==> config.mk <==
export PLATFORM = sky130hd
export DESIGN_NAME = pe_seq_ctrl
export DESIGN_NICKNAME = d
export VERILOG_FILES = /design/src/rtl/pe_seq_ctrl.sv
export SDC_FILE = /design/constraint.sdc
export NUM_CORES = 1
export LEC_CHECK = 0
export BUFFER_PORTS_ARGS = -buffer_cell sky130_fd_sc_hd__buf_4
export CAP_MARGIN = 20
export CORE_MARGIN = 1.5
export CORE_UTILIZATION = 52
export DETAILED_ROUTE_END_ITERATION = 10
export PLACE_DENSITY = 0.85
export SYNTH_ARGS = -nofsm -noshare
export SYNTH_HDL_FRONTEND = slang
export SYNTH_SLANG_ARGS = --single-unit
==> constraint.sdc <==
create_clock -name clk -period 2.5 [get_ports clk]
set_input_delay 0.375 -clock clk [delete_from_list [all_inputs] [get_ports clk]]
set_output_delay 0.375 -clock clk [all_outputs]
set_load 0.02 [all_outputs]
==> src/rtl/pe_seq_ctrl.sv <==
`default_nettype none
// ============================================================================
// Module      : pe_seq_ctrl
// Description : Command sequencer for pe_array. Accepts one vector command
//               (opcode, parameter set, two source bases, destination base,
//               beat count), streams one pair of read addresses per beat to
//               the coefficient RAM, holds opcode/parameter set/modulus
//               steady on the PE, and issues each write-back exactly
//               RD_LAT+PE_LAT cycles after its read. done pulses with the
//               final write-back; done+err pulse together for an illegal
//               command.
// Ports       : clk, rst (sync, active-high)
//               cmd_valid/cmd_ready handshake; cmd_instr, cmd_alg,
//               cmd_src0, cmd_src1, cmd_dst, cmd_len (beats-1)
//               hold        : stall issue this cycle
//               rd_en, rd_addr0, rd_addr1 : RAM read port
//               pe_instr, pe_alg, q_out   : static PE configuration
//               wr_en, wr_addr            : result write port
//               busy, done, err           : status
// Revision    : 1.0 - initial release
// ============================================================================
module pe_seq_ctrl #(
    parameter int NUM    = 4,
    parameter int ADDR_W = 8,
    parameter int WIDTH  = 32,
    parameter int RD_LAT = 1,
    parameter int PE_LAT = 1
) (
    input  logic              clk,
    input  logic              rst,
    input  logic              cmd_valid,
    output logic              cmd_ready,
    input  logic [4:0]        cmd_instr,
    input  logic [4:0]        cmd_alg,
    input  logic [ADDR_W-1:0] cmd_src0,
    input  logic [ADDR_W-1:0] cmd_src1,
    input  logic [ADDR_W-1:0] cmd_dst,
    input  logic [ADDR_W-1:0] cmd_len,
    input  logic              hold,
    output logic              rd_en,
    output logic [ADDR_W-1:0] rd_addr0,
    output logic [ADDR_W-1:0] rd_addr1,
    output logic [4:0]        pe_instr,
    output logic [4:0]        pe_alg,
    output logic [WIDTH-1:0]  q_out,
    output logic              wr_en,
    output logic [ADDR_W-1:0] wr_addr,
    output logic              busy,
    output logic              done,
    output logic              err
);

    localparam int                c_DEPTH     = RD_LAT + PE_LAT;
    localparam logic [WIDTH-1:0]  c_Q_KYBER   = WIDTH'(3329);
    localparam logic [WIDTH-1:0]  c_Q_DIL     = WIDTH'(8380417);
    // Every pipe stage except the output stage; any of these set means more
    // write-backs are still coming after the current one.
    localparam logic [c_DEPTH-1:0] c_HEAD_MASK = {c_DEPTH{1'b1}} >> 1;

    // Elaboration-time sanity check on the parameter set.
    if (NUM < 1 || c_DEPTH < 1) begin : g_bad_param
        $error("pe_seq_ctrl: NUM and RD_LAT+PE_LAT must be at least 1");
    end

    typedef enum logic [1:0] {
        S_IDLE  = 2'd0,
        S_ISSUE = 2'd1,
        S_DRAIN = 2'd2,
        S_ERR   = 2'd3
    } state_t;

    state_t             r_state;
    state_t             w_state_nxt;

    logic [ADDR_W-1:0]  r_src0;
    logic [ADDR_W-1:0]  r_src1;
    logic [ADDR_W-1:0]  r_dst;
    logic [ADDR_W-1:0]  r_len;
    // One bit wider than the address so a full 2^ADDR_W-beat command counts
    // through without aliasing back to zero.
    logic [ADDR_W:0]    r_cnt;

    logic [4:0]         r_pe_instr;
    logic [4:0]         r_pe_alg;
    logic [WIDTH-1:0]   r_q;

    logic [c_DEPTH-1:0] r_pipe_v;
    logic [ADDR_W-1:0]  r_pipe_a [c_DEPTH];

    logic               w_accept;
    logic               w_legal;
    logic               w_rd_en;
    logic               w_cnt_last;
    logic               w_more;
    logic               w_final_wr;
    logic [ADDR_W-1:0]  w_beat;

    assign w_accept   = cmd_valid && (r_state == S_IDLE);
    assign w_legal    = (cmd_alg <= 5'd5) && (cmd_instr <= 5'd25);
    assign w_rd_en    = (r_state == S_ISSUE) && !hold;
    assign w_cnt_last = (r_cnt == {1'b0, r_len});
    assign w_beat     = r_cnt[ADDR_W-1:0];
    assign w_more     = |(r_pipe_v & c_HEAD_MASK);
    // In DRAIN no new reads enter the pipe, so the write leaving the tail
    // with nothing behind it is the last one of the command.
    assign w_final_wr = (r_state == S_DRAIN) && r_pipe_v[c_DEPTH-1] && !w_more;

    // ------------------------------------------------------------------
    // FSM: state register
    // ------------------------------------------------------------------
    always_ff @(posedge clk) begin
        if (rst) begin
            r_state <= S_IDLE;
        end else begin
            r_state <= w_state_nxt;
        end
    end

    // ------------------------------------------------------------------
    // FSM: next state
    // ------------------------------------------------------------------
    always_comb begin
        w_state_nxt = r_state;
        case (r_state)
            S_IDLE: begin
                if (w_accept) begin
                    w_state_nxt = w_legal ? S_ISSUE : S_ERR;
                end
            end
            S_ISSUE: begin
                if (w_rd_en && w_cnt_last) begin
                    w_state_nxt = S_DRAIN;
                end
            end
            S_DRAIN: begin
                if (w_final_wr) begin
                    w_state_nxt = S_IDLE;
                end
            end
            S_ERR: begin
                w_state_nxt = S_IDLE;
            end
            default: begin
                w_state_nxt = S_IDLE;
            end
        endcase
    end

    // ------------------------------------------------------------------
    // Command latch, beat counter and PE configuration
    // ------------------------------------------------------------------
    always_ff @(posedge clk) begin
        if (rst) begin
            r_src0     <= '0;
            r_src1     <= '0;
            r_dst      <= '0;
            r_len      <= '0;
            r_cnt      <= '0;
            r_pe_instr <= 5'd0;
            r_pe_alg   <= 5'd0;
            r_q        <= c_Q_KYBER;
        end else begin
            if (w_accept) begin
                r_src0 <= cmd_src0;
                r_src1 <= cmd_src1;
                r_dst  <= cmd_dst;
                r_len  <= cmd_len;
                r_cnt  <= '0;
                // An illegal command leaves the PE configuration untouched.
                if (w_legal) begin
                    r_pe_instr <= cmd_instr;
                    r_pe_alg   <= cmd_alg;
                    r_q        <= (cmd_alg <= 5'd2) ? c_Q_KYBER : c_Q_DIL;
                end
            end else if (w_rd_en) begin
                r_cnt <= r_cnt + {{ADDR_W{1'b0}}, 1'b1};
            end
        end
    end

    // ------------------------------------------------------------------
    // Write-back delay line: one {valid, address} entry per cycle so hold
    // gaps on the read side reappear as identical gaps on the write side.
    // ------------------------------------------------------------------
    always_ff @(posedge clk) begin
        if (rst) begin
            r_pipe_v <= '0;
            for (int i = 0; i < c_DEPTH; i++) begin
                r_pipe_a[i] <= '0;
            end
        end else begin
            r_pipe_v[0] <= w_rd_en;
            r_pipe_a[0] <= r_dst + w_beat;
            for (int i = 1; i < c_DEPTH; i++) begin
                r_pipe_v[i] <= r_pipe_v[i-1];
                r_pipe_a[i] <= r_pipe_a[i-1];
            end
        end
    end

    // ------------------------------------------------------------------
    // Outputs
    // ------------------------------------------------------------------
    assign cmd_ready = (r_state == S_IDLE);
    assign busy      = (r_state != S_IDLE);
    assign rd_en     = w_rd_en;
    assign rd_addr0  = r_src0 + w_beat;
    assign rd_addr1  = r_src1 + w_beat;
    assign wr_en     = r_pipe_v[c_DEPTH-1];
    assign wr_addr   = r_pipe_a[c_DEPTH-1];
    assign done      = w_final_wr || (r_state == S_ERR);
    assign err       = (r_state == S_ERR);
    assign pe_instr  = r_pe_instr;
    assign pe_alg    = r_pe_alg;
    assign q_out     = r_q;

endmodule
`default_nettype wire

======== Word-level counts from Yosys, hierarchy flattened ========
Memory sizes are Yosys's and may differ from the RTL's.
Cells that the tools add are included.
word-level totals
  register bits ........................... 87
  bits in latches ......................... 0
  memory bits (writable) .................. 16
  memory bits (read-only) ................. 0
  word-level logic and storage cells ...... 52
  memories kept ........................... 1
cells by class
  add/subtract/negate cells ............... 4
  $mul .................................... 0
  divide/modulo/power cells ............... 0
  magnitude comparators ................... 3
  equality and inequality tests ........... 7
  shift-type cells ........................ 0
  mux-type cells .......................... 11
  bitwise logic cells ..................... 2
  reductions and logical operators ........ 14
memories
  name      depth  width  rd ports  clocked after memory_dff  write ports  RTL line  RTL
  r_pipe_a  2      8      2         0                         2            88        logic [ADDR_W-1:0] r_pipe_a [c_DEPTH];
operators by type and width
  operator                                                         count
  adder 8 bit                                                      3
  2-to-1 mux 23 bit                                                1
  2-to-1 mux 8 bit                                                 2
  adder 9 x 1 -> 9 bit (second input constant)                     1
  equality test 9 x 8 -> 1 bit                                     1
  2-to-1 mux 2 bit                                                 4
  one-hot mux 2 bit (4 select lines)                               1
  logical AND 1 bit                                                6
  less-or-equal comparator 5 x 2 -> 1 bit (second input constant)  1
  less-or-equal comparator 5 x 3 -> 1 bit (second input constant)  1
  less-or-equal comparator 5 bit (second input constant)           1
  equality test 2 bit (second input constant)                      2
  != test 2 x 1 -> 1 bit (second input constant)                   2
  2-to-1 mux 1 bit                                                 3
  AND reduction 3 bit                                              1
  equality test 2 x 1 -> 1 bit (second input constant)             1
  zero test 1 bit                                                  2
  zero test 2 bit                                                  1
  != test 2 bit (second input constant)                            1
  OR 1 bit                                                         2
  AND reduction 2 bit                                              1
  nonzero test 2 bit                                               1
  OR reduction 2 bit                                               1
  logical OR 1 bit                                                 1

======== Logic depth before layout (Yosys ltp) ========
Gate-level depths: netlist (run 1).
  depth in word-level cells ............... 5
  depth in mapped cells ................... 7

======== Worst setup path before layout (run 1) ========
Ideal clock, no wire load.
  path kind ............................... reg-to-output
  start ................................... register r_cnt[0]
  end ..................................... output port rd_addr0[6]
  data arrival time ....................... 1.868 ns
  required time ........................... 2.125 ns
  slack ................................... 0.257 ns
  cell stages (with the launch flop) ...... 7
  cells stage by stage .................... dfxtp_1 > ha_1 > fa_1 > a21o_1 > a21oi_1 > or4b_2 > o2111ai_1
between the ends
  cells in the longest elaborated chain, start to end .. 1
ends and longest elaborated chain
  element                 RTL line  RTL
  from (decl)             81        logic [ADDR_W:0] r_cnt;
  from (signal assigned)  176       r_cnt <= r_cnt + {{ADDR_W{1'b0}}, 1'b1};
  adder 8 bit             207       assign rd_addr0 = r_src0 + w_beat;
  to (decl)               41        output logic [ADDR_W-1:0] rd_addr0,
No other way between the ends.

======== Worst setup path after layout (run 1) ========
  start ................................... register r_cnt[2]
  end ..................................... output port rd_addr1[7]
between the ends
  cells in the longest elaborated chain, start to end .. 1
ends and longest elaborated chain
  element      RTL line  RTL
  adder 8 bit  208       assign rd_addr1 = r_src1 + w_beat;
  to (decl)    42        output logic [ADDR_W-1:0] rd_addr1,
No other way between the ends.

==> results.ini, run 1 <==
[outcome]
run_status=complete, no violations

[sta]
worstMarginPinSlew_ns=0.716
slew_violations=0
max-slew-margin-rel=0.523
hold_viol=0
fin_skew_ns=0.00592
fin_crit_sh=0.992
fin_crit_ns=2.48
setup_viol=0
rsz0062_at_grt=true
fmax_mhz=403

[power]
switching_share=0.284
power_frac_clock=0.359
pwr-share-comb=0.186
internal_power_mw=2.02
seq_power_share=0.455
ir_drop_v=0.000325
leakage_nw=2.22
pwr_density_cell_nw_per_um2=588
switching_power_mw=0.799

[yosys]
yosysSeqAreaShare=0.381
synth_ff_type=dfxtp_1
synth_edf_count=0
yosysUniqueCellTypes=53
ys_ff_latch=73
synth_top_area_cell=dfxtp_1
synthTopCellsByArea=dfxtp_1 (38%), buf_4 (7.4%), ha_1 (7.2%)
netlist_top_cells_count=dfxtp_1 (73), nand2_1 (69), a21oi_1 (45), buf_4 (38), nor2_1 (25)
avgSynthCellArea_sq_um=8.64
synth_area_sq_um=3840
synth.most_common_cell=dfxtp_1
synth_top_cell_area_share=0.381
postSynthCellCount=444
async_reset_ff_frac=0
ys_warn_count=0

[floorplanning]
io_pins=118
dieArea_sq_um=7900
die_w_um=88.9
start_util=0.532
num_rows=31
core_sq_um=7210
die_y_um=88.9

[critical_path]
worstReg2RegStart=r_cnt[0]
startpoint=r_cnt[2]
crit_type=flip-flop to output port
max_stage_delay_ns=0.39
crit_path_start_kind=flip-flop
end_kind=output port
required_ns=2.12
cpMaxStageDelayCell=dfxtp_1
worstPathCellList=buf_4 -> ha_1 -> nand3_1 -> o211ai_1 -> o41ai_2 -> xnor2_1 -> buf_4
cp_max_fo=8
critPathArrivalTime_ns=2.11
crit_top_cell=buf_4

[run]
maxCapViolations=0

[drt]
wire_per_inst_um=14.2
firstDrtPassIters=4
antenna_left=0
postRouteWirelength_um=8880
drt_iter0_markers=94
dr_total_vias=3255
via_per_inst=5.20
drc=0

[global_route]
grt_pass1_wl_um=13700
grt_usage=0.228
antenna_found_initial=0
grt_max_degree=74
grt_pass1_vias=3038
grt_overflow=0

[clock_network]
hold_buffers=0
numCtsBuffers=9
cts_sinks=73
cts_tree=done
insertion_delay_ns=0.34
cts_max_path_buffers=2
h-tree-depth=3
cts-root-buf=clkbuf_8
clkTransAtPathRegs_ns=0.08

[min_path]
hold_path.class=input pin to flip-flop
min_from=cmd_src0[5]

[final_layout]
layout-drive-gt1-share=0.285
final_cell_count_no_fill=626
fin_util=0.663
syn2layout_area_growth_pct=24.7
nNetsFinal=593
final_area_sq_um=4790
n_antenna_cell=0

[place]
hpwl_um=6180
dp_cells=607
place.gp.congestion=0.923
io_buffers=98
place_area_sq_um=4440

## layer usage
metal  share of wire  vias up  track usage
met1            0.42     1491        0.267
met4           0.018        0        0.105
met3           0.070       18       0.0517
met5               0        -            0
met2            0.49      139        0.397
li1                -     1607            -
## what timing repair did
action / in CTS / in global routing
resized for setup: 17 / 4
pin swaps: 3 / 4
endpoints found under the setup margin: 4 / 4
setup buffers: 1 / 2
## cells in the final DEF (no fill, tap or decap), types with 3 or more instances in the layout
cell	synthesis	final
xnor2_1	13	13
o21ai_0	6	6
and3_1	3	3
ha_1	22	17
conb_1	2	19
o211ai_1	4	4
o21a_1	4	4
or2_2	3	3
xor2_1	18	18
dfxtp_2	0	5
nor3_1	7	7
mux2i_1	10	10
nor3b_1	4	4
nand3_1	9	9
inv_1	11	11
nand2_1	69	69
a21o_1	4	4
clkbuf_8	0	9
ha_4	0	5
nor2_1	25	25
dfxtp_1	73	68
nand2b_1	5	5
buf_4	38	106
nor2b_1	13	13
a21oi_1	45	43
## power groups by stage
| stage | logic [mW] | registers [mW] | clock network (mW) |
|---|---|---|---|
| finish | 0.523 | 1.28 | 1.01 |
| global route | 0.574 | 1.29 | 1.07 |
| CTS | 0.517 | 1.28 | 1.03 |
| detailed placement | 0.506 | 1.30 | 0 |
| global placement | 0.495 | 1.30 | 0 |
| floorplan | 0.367 | 1.29 | 0 |
## cell type report
| class | count | area (sq um) |
|---|---|---|
| Tap cell | 99 | 124 |
| Fill cell | 595 | 2430 |
| Clock buffer | 9 | 124 |
| Sequential cell | 73 | 1470 |
| Multi-Input combinational cell | 319 | 2120 |
| Timing Repair Buffer | 108 | 818 |
| Clock inverter | 7 | 95.1 |
| Inverter | 11 | 41.3 |
## flip-flops by register name, indices dropped and copies added, names as in the netlist
register	flops
r_pipe_a	16
r_cnt	9
r_dst	8
r_len	8
r_src0	8
r_src1	8
pe_alg	5
pe_instr	5
q_out	2
r_pipe_v	2
r_state	2
## stage by stage
| stage | hold WS, ns | setup TNS (ns) | worst slack (ns) | power (mW) |
|---|---|---|---|---|
| finish | 0.271 | 0 | 0.0196 | 2.81 |
| CTS | 0.258 | 0 | 0.0168 | 2.82 |
| detailed placement | 0.421 | 0 | 0.208 | 1.81 |
| floorplan | 0.414 | 0 | 0.257 | 1.66 |
| global placement | 0.421 | 0 | 0.278 | 1.79 |
| global route | 0.268 | -0.145 | -0.0608 | 2.94 |
## critical path: cells and delay by family, from the launching register on
kind            cells  cell delay (ns)
compound gates      2             0.41
xor+xnor            1             0.17
simple gates        1             0.12
fa+ha+maj           1             0.30
buf+inv             2             0.38
flops               1             0.39
## worst paths after layout
path / slack, ns / depth (start not counted) / endpoint
max: 0.02 / 7 / rd_addr1[7]
min: 0.27 / 3 / r_src0[5]
max reg2reg: 0.50 / 7 / r_pipe_a[0][6]
min reg2reg: 0.44 / 1 / r_pipe_a[0][12]
## logic make-up (layout without fill, tap and decap cells)
group | count (synthesis) | in the layout | synth area share
DFF | 73 | 73 | 0.381
muxes | 10 | 10 | 0.0261
buffers and inverters | 69 | 135 | 0.109
adders and majority gates | 25 | 25 | 0.0874
other | 2 | 19 | 0.00196
AOI/OAI and AO/OA | 78 | 78 | 0.123
xor gates and xnor gates | 31 | 31 | 0.0708
and+or+nand+nor | 156 | 156 | 0.202
Power figures use the tool's default switching activity.
==> inputs of run 2 (changes only) <==
==> config.mk (replaced) <==
export PLATFORM = sky130hd
export DESIGN_NAME = pe_seq_ctrl
export DESIGN_NICKNAME = d
export VERILOG_FILES = /design/src/rtl/pe_seq_ctrl.sv
export SDC_FILE = /design/constraint.sdc
export NUM_CORES = 1
export LEC_CHECK = 0
export CAP_MARGIN = 20
export CORE_MARGIN = 1.5
export CORE_UTILIZATION = 60
export DETAILED_ROUTE_END_ITERATION = 10
export DONT_BUFFER_PORTS = 1
export PLACE_DENSITY = 0.8
export SYNTH_ARGS = -nofsm -noshare
export SYNTH_HDL_FRONTEND = slang
export SYNTH_SLANG_ARGS = --single-unit
==> constraint.sdc (replaced) <==
create_clock -name clk -period 2.4 [get_ports clk]
set_input_delay 0.36 -clock clk [delete_from_list [all_inputs] [get_ports clk]]
set_output_delay 0.36 -clock clk [all_outputs]
set_load 0.02 [all_outputs]
==> run 2 against run 1 <==
Effect of this change: the run now ends with setup timing left; power fell by 3.0%; non-clock buffer count fell by 90; worst setup slack got worse by 0.057 ns; final cell count fell by 18%; global-route usage rose by 1.5 points; critical path type unchanged; largest power group unchanged.
==> results.ini, run 2 (synthesis results as in run 1) <==
[final_layout]
nNetsFinal=503
multi_input_area_sq_um=2160
reg_top3=r_pipe_a (16), r_cnt (9)
layout-drive-gt1-share=0.146
seq_area_sq_um=1470
regMostFlops=r_pipe_a
syn2layout_area_growth_pct=6.95
final_cell_count_no_fill=512
layout_common_cells=nand2_1 (69), dfxtp_1 (69), a21oi_1 (43), nor2_1 (25), conb_1 (19)
final_area_sq_um=4100
fillers=489
n_antenna_cell=0
fin_util=0.677
largest_register_ffs=16

[power]
pwr_density_cell_nw_per_um2=665
power_frac_clock=0.360
seq_power_share=0.494
switching_share=0.282
switching_power_mw=0.771
ir_drop_v=0.000384
pwr-share-comb=0.146
internal_power_mw=1.96
report.power.total_mw=2.73
leakage_nw=1.78

[sta]
fmax_mhz=410
fin_crit_ns=2.44
setup_viol=3
fin_skew_ns=0.00968
worstMarginPinSlew_ns=0.600
hold_viol=0
fin_tns_setup_ns=-0.0810
fin_crit_sh=1.02
slew_violations=0
fin_hold_ws_ns=0.0807
max-slew-margin-rel=0.600
rsz0062_at_grt=true
worst_slack_ns=-0.0371

[place]
dp_slack_ns=0.200
place_area_sq_um=3730
hpwl_um=5500
dp_cells=492
place.gp.congestion=0.830
io_buffers=0

[run]
maxCapViolations=0

[drt]
wire_per_inst_um=16.4
firstDrtPassIters=5
antenna_left=0
drt_iter0_markers=125
drc=0
via_per_inst=5.65
dr_total_vias=2893
postRouteWirelength_um=8410

[floorplanning]
num_rows=28
core_sq_um=6060
die_y_um=83.0
io_pins=118
start_util=0.633
dieArea_sq_um=6880
die_w_um=83.0

[clock_network]
cts_tree=done
cts_max_path_buffers=2
h-tree-depth=3
cts_sinks=73
cts-root-buf=clkbuf_8
insertion_delay_ns=0.34
numCtsBuffers=9
clkTransAtPathRegs_ns=0.07
hold_buffers=0

[outcome]
run_status=complete, but fails checks
violations=setup timing

[critical_path]
crit_type=flip-flop to output port
critPathArrivalTime_ns=2.08
cp_max_fo=2
end_kind=output port
crit_path_start_kind=flip-flop
required_ns=2.04

[global_route]
grt_max_degree=74
grt_usage=0.243
grt_pass1_wl_um=13400
grt_pass1_vias=2827
antenna_found_initial=0
grt_overflow=0

[min_path]
hold_path.class=input pin to flip-flop

[run 2: worst max-delay path, stage by stage, from the launching register on]
cell	delay, ns
dfxtp_4	0.37
ha_4	0.13
fa_2	0.19
a21o_1	0.12
a21oi_2	0.07
buf_4	0.13
or4b_4	0.47
o2111ai_2	0.10
buf_4	0.17
[run 2: power by group through the flow]
stage               sequential, mW  combinational, mW  clock (mW)
finish                        1.35              0.398       0.984
global route                  1.36              0.435        1.07
CTS                           1.35              0.387        1.01
detailed placement            1.37              0.370           0
global placement              1.37              0.362           0
floorplan                     1.34              0.382           0
[run 2: cell type report]
type / instances / area share
sequential: 73 / 0.358
clock inverter: 4 / 0.0125
tap: 75 / 0.0229
multi-input combinational: 319 / 0.526
inverter: 11 / 0.0101
clock buffer: 12 / 0.0378
timing repair buffer: 18 / 0.0329
[run 2: path summary, 6_finish.rpt]
path,slack (ns),cells after the start,endpoint,startpoint
setup reg to reg,0.41,6,r_pipe_a[0][7],r_cnt[1]
hold / removal,0.08,1,pe_instr[1],rst
hold reg to reg,0.44,1,r_pipe_a[0][11],r_pipe_a[0][3]
setup / recovery,-0.04,8,rd_addr0[6],r_cnt[0]
[run 2: metal layers]
metal,global-route usage,wire [um],up-vias
met5,0,0,-
met4,0.0727,111,0
met1,0.286,3520,1336
met2,0.416,4120,125
li1,-,-,1418
met3,0.0845,662,14
[run 2: timing repair]
action | 4_1_cts | 5_1_grt
gates resized for setup | 19 | 7
buffers inserted | 1 | 3
gates cloned | 0 | 0
endpoints found under the setup margin | 6 | 8
pin swaps | 7 | 5
==> inputs of run 3 (changes only) <==
--- a/config.mk
+++ b/config.mk
@@ -7,10 +7,10 @@
 export LEC_CHECK = 0
 export CAP_MARGIN = 20
 export CORE_MARGIN = 1.5
-export CORE_UTILIZATION = 60
+export CORE_UTILIZATION = 57
 export DETAILED_ROUTE_END_ITERATION = 10
 export DONT_BUFFER_PORTS = 1
-export PLACE_DENSITY = 0.8
+export PLACE_DENSITY = 0.79
 export SYNTH_ARGS = -nofsm -noshare
 export SYNTH_HDL_FRONTEND = slang
 export SYNTH_SLANG_ARGS = --single-unit
==> constraint.sdc (replaced) <==
create_clock -name clk -period 2.2 [get_ports clk]
set_input_delay 0.33 -clock clk [delete_from_list [all_inputs] [get_ports clk]]
set_output_delay 0.33 -clock clk [all_outputs]
set_load 0.02 [all_outputs]
==> run 3 against run 2 <==
Effect of this change: critical path depth unchanged; clock skew decreased by 0.0038 ns; count of clock-buffer cells in the layout fell by 1; sequential power rose by 8%; global-route usage decreased by 2.1 points; final area rose by 3.1%; combinational power is 16% higher; power up 6.8%; routed wire length decreased by 1.2%; non-clock buffer count grew 10; the run ends with DRC, setup timing left.
==> results.ini, run 3 (synthesis results as in run 1) <==
[clock_network]
numCtsBuffers=9
cts-root-buf=clkbuf_8
insertion_delay_ns=0.35
cts_max_path_buffers=2
cts_tree=done
h-tree-depth=3
clkTransAtPathRegs_ns=0.08
hold_buffers=0
cts_sinks=73

[critical_path]
crit_buf_inv=2
cpMaxStageDelayCell=fa_2
r2r-end=r_pipe_a[0][7]
worstPathCellList=ha_4 -> fa_2 -> a21o_1 -> a21oi_2 -> buf_6 -> o211ai_1 -> o2111ai_2 -> buf_4
r2r_cells=6
cp.depth=8
cp_max_fo=3
cp_top_family=compound AO/OA/AOI/OAI gates
max_stage_delay_ns=0.36
crit_type=flip-flop to output port
cp-endpoint=rd_addr0[6]
r2r_slack_ns=0.23
critPathArrivalTime_ns=2.08
worstReg2RegStart=r_cnt[4]
crit_path_start_kind=flip-flop
end_kind=output port
required_ns=1.87
startpoint=r_cnt[0]

[power]
ir_drop_v=0.000362
leakage_nw=1.84
pwr_density_cell_nw_per_um2=689

[place]
hpwl_um=5480
io_buffers=0
dp_slack_ns=0.00526
place.gp.congestion=0.863

[final_layout]
nNetsFinal=513
n_antenna_cell=0
layout-drive-gt1-share=0.186
fillers=515
layout_common_cells=nand2_1 (69), dfxtp_1 (65), a21oi_1 (41), buf_4 (26), nor2_1 (25)
syn2layout_area_growth_pct=10.3
largest_register_ffs=16
reg_top3=r_pipe_a (16), r_cnt (9)
regMostFlops=r_pipe_a
final_common_cell=nand2_1

[drt]
wire_per_inst_um=15.9
drt_iter0_markers=147
antenna_left=0
postRouteWirelength_um=8310
via_per_inst=5.60
firstDrtPassIters=11
dr_total_vias=2937
drc=14

[outcome]
violations=DRC, setup timing
run_status=complete, but fails checks

[floorplanning]
die_y_um=85.1
die_w_um=85.1
num_rows=29
core_sq_um=6420
dieArea_sq_um=7230
io_pins=118
start_util=0.598

[sta]
fin_skew_ns=0.00585
max-slew-margin-rel=0.588
slew_violations=0
rsz0062_at_grt=true
fin_hold_ws_ns=0.0392
hold_viol=0
setup_viol=7
fmax_mhz=415
fin_crit_ns=2.41
worstMarginPinSlew_ns=0.617
worst_slack_ns=-0.208
fin_crit_sh=1.09

[global_route]
antenna_found_initial=0
grt_max_degree=74
grt_overflow=0
grt_pass1_wl_um=12500
grt_usage=0.222
grt_pass1_vias=2616

[min_path]
hold_path.class=input pin to flip-flop

[run]
maxCapViolations=0

## run 3: changes by cell type in the layout (fill, tap and decap cells not counted), moves of 2 or more
| cell | previous run | this run |
|---|---|---|
| buf_6 | 0 | 2 |
| inv_6 | 0 | 2 |
| dfxtp_1 | 69 | 65 |
| dfxtp_4 | 1 | 4 |
| buf_4 | 18 | 26 |
| a21oi_1 | 43 | 41 |
## run 3: timing repair
item                                   4_1_cts  5_1_grt
setup endpoints to repair                    9        9
buffers inserted                             1        6
cloned                                       0        0
pin swaps                                    7        6
resized for setup                           22       17
endpoints found under the hold margin        0        0
## run 3: layout make-up
cell class	count	area, sq um	area share
clock buffer	11	151	0.0358
multi-input combinational	319	2210	0.521
tap	77	96.3	0.0228
timing repair buffer	28	218	0.0514
inverter	11	41.3	0.00975
clock inverter	5	37.5	0.00887
sequential	73	1480	0.350
## run 3: per-layer routing
| metal | global-route usage | wire, um | up-vias |
|---|---|---|---|
| li1 | - | - | 1447 |
| met1 | 0.261 | 3420 | 1348 |
| met2 | 0.382 | 4060 | 123 |
| met3 | 0.0671 | 683 | 19 |
| met4 | 0.0775 | 150 | 0 |
| met5 | 0 | 0 | - |
## run 3: per-stage QoR
step / cell area (sq um) / utilization / total power, mW / cells / TNS (ns)
finish: 4230 / 0.659 / 2.92 / 524 / -0.811
global route: 4230 / 0.659 / 3.04 / 524 / -1.42
CTS: 4090 / 0.636 / 2.90 / 518 / -0.412
detailed placement: 3780 / 0.589 / 1.91 / 501 / 0
global placement: 3780 / 0.589 / 1.90 / 501 / 0
floorplan: 3900 / - / 1.88 / 461 / 0
## run 3: how the worst min path moves through the flow
stage	slack (ns)	depth (start not counted)	start	end
final	0.04	1	rst	r_pipe_v[1]
after global routing	0.03	1	rst	pe_alg[4]
after CTS	0.03	1	rst	r_src1[1]
after detailed placement	0.41	1	rst	r_dst[1]
after global placement	0.41	1	rst	pe_instr[4]
after floorplan	0.41	1	r_pipe_a[0][2]	r_pipe_a[0][10]
## run 3: where the power goes
group	switching, mW	internal [mW]	total (mW)
Sequential	0.0683	1.39	1.46
Clock	0.518	0.476	0.994
Combinational	0.290	0.172	0.462
Total	0.876	2.04	2.92
## run 3: worst reg2reg max path, cell delays in order (launching register included)
cell	delay [ns]
dfxtp_4	0.38
buf_4	0.15
ha_1	0.22
or3_1	0.36
a311o_1	0.29
a2111o_1	0.41
o21ai_1	0.10
